==> config.mk <==
export PLATFORM = sky130hd
export DESIGN_NAME = touch_adc_ctrl
export DESIGN_NICKNAME = d
export VERILOG_FILES = /design/src/rtl/touch_adc_ctrl.sv
export SDC_FILE = /design/constraint.sdc
export NUM_CORES = 1
export LEC_CHECK = 0
export BUFFER_PORTS_ARGS = -buffer_cell sky130_fd_sc_hd__buf_2
export CAP_MARGIN = 0
export CORE_ASPECT_RATIO = 1.1
export CORE_UTILIZATION = 59
export CTS_BUF_LIST = sky130_fd_sc_hd__clkbuf_4 sky130_fd_sc_hd__clkbuf_8
export CTS_CLUSTER_SIZE = 28
export DETAILED_ROUTE_END_ITERATION = 10
export PLACE_DENSITY_LB_ADDON = 0.2
export SYNTH_ARGS = -nofsm -noshare
export SYNTH_HDL_FRONTEND = slang
export SYNTH_SLANG_ARGS = --single-unit
==> constraint.sdc <==
create_clock -name sys_clk -period 4 [get_ports sys_clk]
set_input_delay 0.2 -clock sys_clk [delete_from_list [all_inputs] [get_ports sys_clk]]
set_output_delay 0.2 -clock sys_clk [all_outputs]
set_load 0.03 [all_outputs]
==> src/rtl/touch_adc_ctrl.sv <==
// touch_adc_ctrl: ADS7843-class touch ADC sequencer publishing 8-bit X/Y; define TOUCH_AVG_EN to publish 4-pair averages
module touch_adc_ctrl #(
    parameter int CLK_DIV    = 16,
    parameter int SETTLE_CYC = 4096,
    parameter int GAP_CYC    = 65536
) (
    input  logic       sys_clk,
    input  logic       iRST,
    input  logic       penirq_n,
    input  logic       adc_dout,
    output logic       adc_cs_n,
    output logic       adc_dclk,
    output logic       adc_din,
    output logic [7:0] x,
    output logic [7:0] y,
    output logic       new_coord_r,
    output logic       transmit_en
);
    localparam int CW = $clog2(SETTLE_CYC > GAP_CYC ? SETTLE_CYC : GAP_CYC) + 1;
    localparam int DW = $clog2(CLK_DIV) + 1;
    localparam logic [5:0] PH_LAST = 6'd49;
    typedef enum logic [2:0] {IDLE, SETTLE, FRAME_Y, FRAME_X, UPDATE, GAP} state_t;
    state_t state_q, state_d;
    logic [1:0] pen_sync_q, dout_sync_q;
    logic [CW-1:0] cnt_q, cnt_d;
    logic [DW-1:0] div_q, div_d;
    logic [5:0] ph_q, ph_d;
    logic [11:0] res_q, res_d, raw_y_q, raw_y_d;
    logic cs_n_q, cs_n_d, dclk_q, dclk_d, din_q, din_d;
    logic [7:0] x_q, x_d, y_q, y_d;
    logic new_q, new_d, tx_q, tx_d;
    logic pen_s, dout_s, half_end, frame_end, in_frame_d;
    logic [4:0] bit_d;
    logic [7:0] cmd_d;
`ifdef TOUCH_AVG_EN
    logic [13:0] acc_x_q, acc_x_d, acc_y_q, acc_y_d, sum_x, sum_y;
    logic [1:0] pairs_q, pairs_d;
`endif
    assign pen_s = pen_sync_q[1];
    assign dout_s = dout_sync_q[1];
    // Frame phase: 0 lead-in, 1..48 DCLK halves (odd = high), 49 trailing cs_n-high half
    always_comb begin
        state_d = state_q;
        cnt_d = cnt_q;
        div_d = div_q;
        ph_d = ph_q;
        res_d = res_q;
        raw_y_d = raw_y_q;
        x_d = x_q;
        y_d = y_q;
        new_d = 1'b0;
        tx_d = tx_q;
        half_end = div_q == DW'(CLK_DIV - 1);
        frame_end = half_end && ph_q == PH_LAST;
`ifdef TOUCH_AVG_EN
        acc_x_d = acc_x_q;
        acc_y_d = acc_y_q;
        pairs_d = pairs_q;
        sum_x = acc_x_q + 14'(res_q);
        sum_y = acc_y_q + 14'(raw_y_q);
`endif
        case (state_q)
            IDLE: begin
                state_d = pen_s ? IDLE : SETTLE;
                cnt_d = '0;
            end
            SETTLE: begin
                state_d = pen_s ? IDLE : cnt_q == CW'(SETTLE_CYC - 1) ? FRAME_Y : SETTLE;
                tx_d = !pen_s && cnt_q == CW'(SETTLE_CYC - 1);
                cnt_d = cnt_q == CW'(SETTLE_CYC - 1) ? cnt_q : cnt_q + 1'b1;
            end
            FRAME_Y, FRAME_X: begin
                div_d = half_end ? '0 : div_q + 1'b1;
                ph_d = frame_end ? '0 : ph_q + 6'(half_end);
                if (frame_end && state_q == FRAME_Y) begin
                    state_d = FRAME_X;
                    raw_y_d = res_q;
                end
                if (frame_end && state_q == FRAME_X) begin
                    state_d = UPDATE;
                    tx_d = !pen_s;
                    if (!pen_s) begin
`ifdef TOUCH_AVG_EN
                        new_d = pairs_q == 2'd3;
                        x_d = new_d ? sum_x[13:6] : x_q;
                        y_d = new_d ? sum_y[13:6] : y_q;
                        acc_x_d = new_d ? '0 : sum_x;
                        acc_y_d = new_d ? '0 : sum_y;
                        pairs_d = pairs_q + 1'b1;
`else
                        new_d = 1'b1;
                        x_d = res_q[11:4];
                        y_d = raw_y_q[11:4];
`endif
                    end
                end
            end
            UPDATE: begin
                state_d = tx_q ? GAP : IDLE;
                cnt_d = '0;
            end
            GAP: begin
                state_d = pen_s ? IDLE : cnt_q == CW'(GAP_CYC - 1) ? FRAME_Y : GAP;
                tx_d = !pen_s;
                cnt_d = cnt_q == CW'(GAP_CYC - 1) ? cnt_q : cnt_q + 1'b1;
            end
            default: state_d = IDLE;
        endcase
`ifdef TOUCH_AVG_EN
        if (!tx_d) begin
            acc_x_d = '0;
            acc_y_d = '0;
            pairs_d = '0;
        end
`endif
        in_frame_d = state_d == FRAME_Y || state_d == FRAME_X;
        bit_d = ph_d[5:1];
        cmd_d = state_d == FRAME_Y ? 8'h90 : 8'hD0;
        cs_n_d = !(in_frame_d && ph_d != PH_LAST);
        dclk_d = !cs_n_d && ph_d[0];
        din_d = !cs_n_d && bit_d < 5'd8 && cmd_d[~bit_d[2:0]];
        if (dclk_d && !dclk_q && bit_d >= 5'd9 && bit_d <= 5'd20)
            res_d = {res_q[10:0], dout_s};
    end
    always_ff @(posedge sys_clk) begin
        if (iRST) begin
            state_q <= IDLE;
            pen_sync_q <= 2'b11;
            dout_sync_q <= '0;
            cnt_q <= '0;
            div_q <= '0;
            ph_q <= '0;
            res_q <= '0;
            raw_y_q <= '0;
            cs_n_q <= 1'b1;
            dclk_q <= 1'b0;
            din_q <= 1'b0;
            x_q <= '0;
            y_q <= '0;
            new_q <= 1'b0;
            tx_q <= 1'b0;
`ifdef TOUCH_AVG_EN
            acc_x_q <= '0;
            acc_y_q <= '0;
            pairs_q <= '0;
`endif
        end else begin
            state_q <= state_d;
            pen_sync_q <= {pen_sync_q[0], penirq_n};
            dout_sync_q <= {dout_sync_q[0], adc_dout};
            cnt_q <= cnt_d;
            div_q <= div_d;
            ph_q <= ph_d;
            res_q <= res_d;
            raw_y_q <= raw_y_d;
            cs_n_q <= cs_n_d;
            dclk_q <= dclk_d;
            din_q <= din_d;
            x_q <= x_d;
            y_q <= y_d;
            new_q <= new_d;
            tx_q <= tx_d;
`ifdef TOUCH_AVG_EN
            acc_x_q <= acc_x_d;
            acc_y_q <= acc_y_d;
            pairs_q <= pairs_d;
`endif
        end
    end
    assign adc_cs_n = cs_n_q;
    assign adc_dclk = dclk_q;
    assign adc_din = din_q;
    assign x = x_q;
    assign y = y_q;
    assign new_coord_r = new_q;
    assign transmit_en = tx_q;
endmodule

==> flow_summary.yaml <==
logic_synthesis:
  synth_compound_gate_area_share_pct: 13.9
  avgSynthCellArea_um2: 8.98
  synthFlopType: "dfxtp_1"
  synthesis.area_um2: 3370
  ys_ff_latch: 76
  synth_edf_count: 0
  netlist-cell-type-count: 54
  ys_seq_area_share_pct: 45.2
  synth_top_family_by_area: "simple AND/OR/NAND/NOR gates"
  async_flop_share_pct: 0
  synth_simple_gate_area_share_pct: 24.4
  synth_cells: 375
  synth_fa_ha_area_share_pct: 1.86
  yosys_warnings: 0
  muxShareOfSynthArea_pct: 6.24
  syn_nets: 384
  synth_xor_xnor_area_share_pct: 5.20
setup_path:
  crit_arrival_ns: 3.47
  reg2reg_depth: 10
  crit_top_cell: "ha_1"
  path_delay_family: "compound AO/OA/AOI/OAI gates"
  startpoint_type: "register"
  path_max_fanout: 12
  max_stage_delay_ns: 0.48
  required_ns: 4.28
  slowest_stage: "o211a_2"
  r2r-start: "div_q[0]"
  rrSetupSlack_ns: 0.81
  path_buf_inv: 0
  rr_endpoint: "res_q[11]"
  end_kind: "register"
  crit_chain: "ha_1 > and4b_1 > ha_1 > ha_1 > nand3b_2 > o21ai_0 > a2111oi_4 > a22oi_1 > o211a_2 > mux2i_1"
  critPathKind: "register to register"
die:
  die_area_um2: 6020
  initial_core_util_pct: 62.0
  coreArea_um2: 5430
  die_h_um: 81.2
  fp.dieW_um: 74.0
  placementRows: 28
  pin_count: 25
finish:
  layout_common_cells: "76 x dfxtp_1, 49 x nand2_1, 35 x nor2_1"
  nNetsFinal: 401
  final_common_cell: "dfxtp_1"
  n_antenna_cell: 0
  areaGrowthSynthToFinish_pct: 11.2
  stdcell_count: 472
  layout-drive-gt1-share_pct: 13.4
power_and_ir_drop:
  vdd_drop_max_mv: 0.244
  p_int_w: 0.00119
  seqPwrFrac_pct: 51.2
  pwr-share-clk_pct: 47.5
  swShare_pct: 20.2
  p_sw_w: 0.000301
  comb_power_share_pct: 1.3
  power.leakage_nw: 1.32
  power_density_nw_per_um2: 397
routing:
  first_pass_iters: 4
  finalWirelength_mm: 6.51
  vias: 2665
  via_per_inst: 5.65
  drc: 0
  drt_iter0_drc: 160
  drtAntennaViolNets: 0
  wl_per_cell_um: 13.8
global_route:
  gr-total-overflow: 0
  antenna_found_initial: 0
  grt_pass1_wl_mm: 11.0
  grt_pass1_vias: 2461
  track_usage_pct: 24.1
  grt_start_max_net_pins: 62
flow_run:
  maxCapViolations: 0
sta:
  final.setup.tns_ns: 0
  layout_min_cycle_time_ns: 3.19
  worstMarginPinSlew_ns: 0.969
  hold_viol_final: 0
  finalSetupViolCount: 0
  slew_violations: 0
  rsz0062_at_grt: "no"
  timing.slew.headroom_pct: 35.4
  period_share_pct: 79.9
  skew_ns: 0.00542
  fmax_mhz: 313
clock_network:
  cts_tree: "yes"
  hold_buffers: 0
  cts_buffers: 9
  post_cts_buffers: 0
  worstSkewPairLatency_ns: 0.35
  clkTransAtPathRegs_ns: 0.08
  h-tree-depth: 3
  cts_root_buffer: "clkbuf_8"
  clock_path_buffers: 2
  clkSinkCount: 76
  cts_resized: 0
place:
  dp.cells: 456
  gp_congestion: 0.827
  io_buffers: 24
  dp_hpwl_mm: 4.29
worst_hold_path:
  hold_path_depth: 2
  hold_class: "input port to register"
  hold_end: "pen_sync_q[0]"
  hold_start: "penirq_n"
status:
  status: "finished, final reports clean"
==> worst reg2reg max path, stage by stage (launching register included) <==
cell and delay, ns:
dfxtp_1 0.40, ha_1 0.22, and4b_1 0.33, ha_1 0.22
ha_1 0.27, nand3b_2 0.15, o21ai_0 0.43, a2111oi_4 0.15
a22oi_1 0.24, o211a_2 0.48, mux2i_1 0.24
==> stage by stage <==
stage                     utilization [%]  hold slack, ns  setup WS, ns  instance area [um^2]  power, W
after global routing                 69.0          0.0271         0.426                  3750   0.00153
after detailed placement             64.5           0.394         0.842                  3500  0.000799
after global placement               64.5           0.388          1.05                  3500  0.000799
final                                69.0          0.0332         0.806                  3750   0.00149
after CTS                            69.0          0.0260         0.829                  3750   0.00150
after floorplan                         -           0.304          1.21                  3370  0.000795
==> per-layer routing <==
| layer | vias to the layer above | global-route usage [%] | wire length, um |
|---|---|---|---|
| met5 | - | 0 | 0 |
| met4 | 0 | 12.9 | 112 |
| met3 | 13 | 5.58 | 249 |
| met2 | 62 | 39.5 | 3060 |
| met1 | 1246 | 29.1 | 3090 |
| li1 | 1344 | - | - |
==> synthesized netlist by cell type, types with 2 or more instances <==
master / number / area [um^2]
nor3b_1: 3 / 22.5
inv_1: 6 / 22.5
nand3b_1: 2 / 15.0
o21a_1: 3 / 22.5
xnor2_1: 17 / 149
nand2b_1: 16 / 100
o211a_1: 2 / 20.0
a41oi_1: 3 / 26.3
ha_1: 5 / 62.6
a311oi_1: 2 / 17.5
nor2_1: 35 / 131
xor2_1: 3 / 26.3
buf_1: 2 / 7.51
mux2i_1: 21 / 210
a22oi_1: 2 / 15.0
a21boi_0: 4 / 30.0
o2111ai_1: 2 / 17.5
nor2b_1: 5 / 31.3
nor4b_1: 2 / 17.5
o21ai_0: 6 / 30.0
a21oi_1: 32 / 160
clkbuf_1: 11 / 41.3
and4_1: 2 / 17.5
and4b_1: 2 / 20.0
and3_1: 3 / 18.8
nand2_1: 49 / 184
nand4_1: 5 / 31.3
a31oi_1: 3 / 18.8
nor3_1: 9 / 45.0
and2_1: 6 / 37.5
dfxtp_1: 76 / 1520
a211oi_1: 4 / 30.0
or2_2: 3 / 18.8
nand3_1: 6 / 30.0
buf_2: 4 / 20.0
==> sequential cells by signal, summed over array words and instances, names as in the netlist <==
register,flops
state_q,3
dout_sync_q,2
y,8
ph_q,6
adc_din,1
raw_y_q,8
cnt_q,17
res_q,12
adc_dclk,1
x,8
adc_cs_n,1
pen_sync_q,2
transmit_en,1
div_q,5
new_coord_r,1
==> area by class of cell <==
class | count | area [um^2]
Multi-Input combinational cell | 274 | 1740
Fill cell | 447 | 1680
Sequential cell | 76 | 1520
Clock buffer | 10 | 131
Timing Repair Buffer | 25 | 128
Clock inverter | 6 | 113
Tap cell | 75 | 93.8
Inverter | 6 | 22.5
==> cells by family after synthesis <==
logic type / count (synthesis)
multiplexers: 21
XOR/XNOR: 20
adder cells (fa/ha/maj): 5
AND/OR/NAND/NOR: 158
buffers and inverters: 25
AO/OA/AOI/OAI: 70
flip-flops: 76
==> how the worst max path moves through the flow <==
stage / start / end / slack, ns / depth (start not counted)
final: div_q[0] / res_q[11] / 0.81 / 10
after global routing: div_q[0] / res_q[4] / 0.43 / 10
after CTS: div_q[0] / res_q[11] / 0.83 / 10
after detailed placement: div_q[0] / res_q[7] / 0.84 / 10
after global placement: div_q[0] / res_q[11] / 1.05 / 10
after floorplan: div_q[0] / res_q[10] / 1.21 / 12
==> power groups by stage <==
stage / combinational, W / sequential (W) / clock (W)
global route: 0.0000219 / 0.000762 / 0.000750
CTS: 0.0000197 / 0.000762 / 0.000720
finish: 0.0000196 / 0.000762 / 0.000707
global placement: 0.0000196 / 0.000780 / 0
floorplan: 0.0000169 / 0.000778 / 0
detailed placement: 0.0000194 / 0.000780 / 0
No activity file was read; power rests on OpenSTA's default activity.
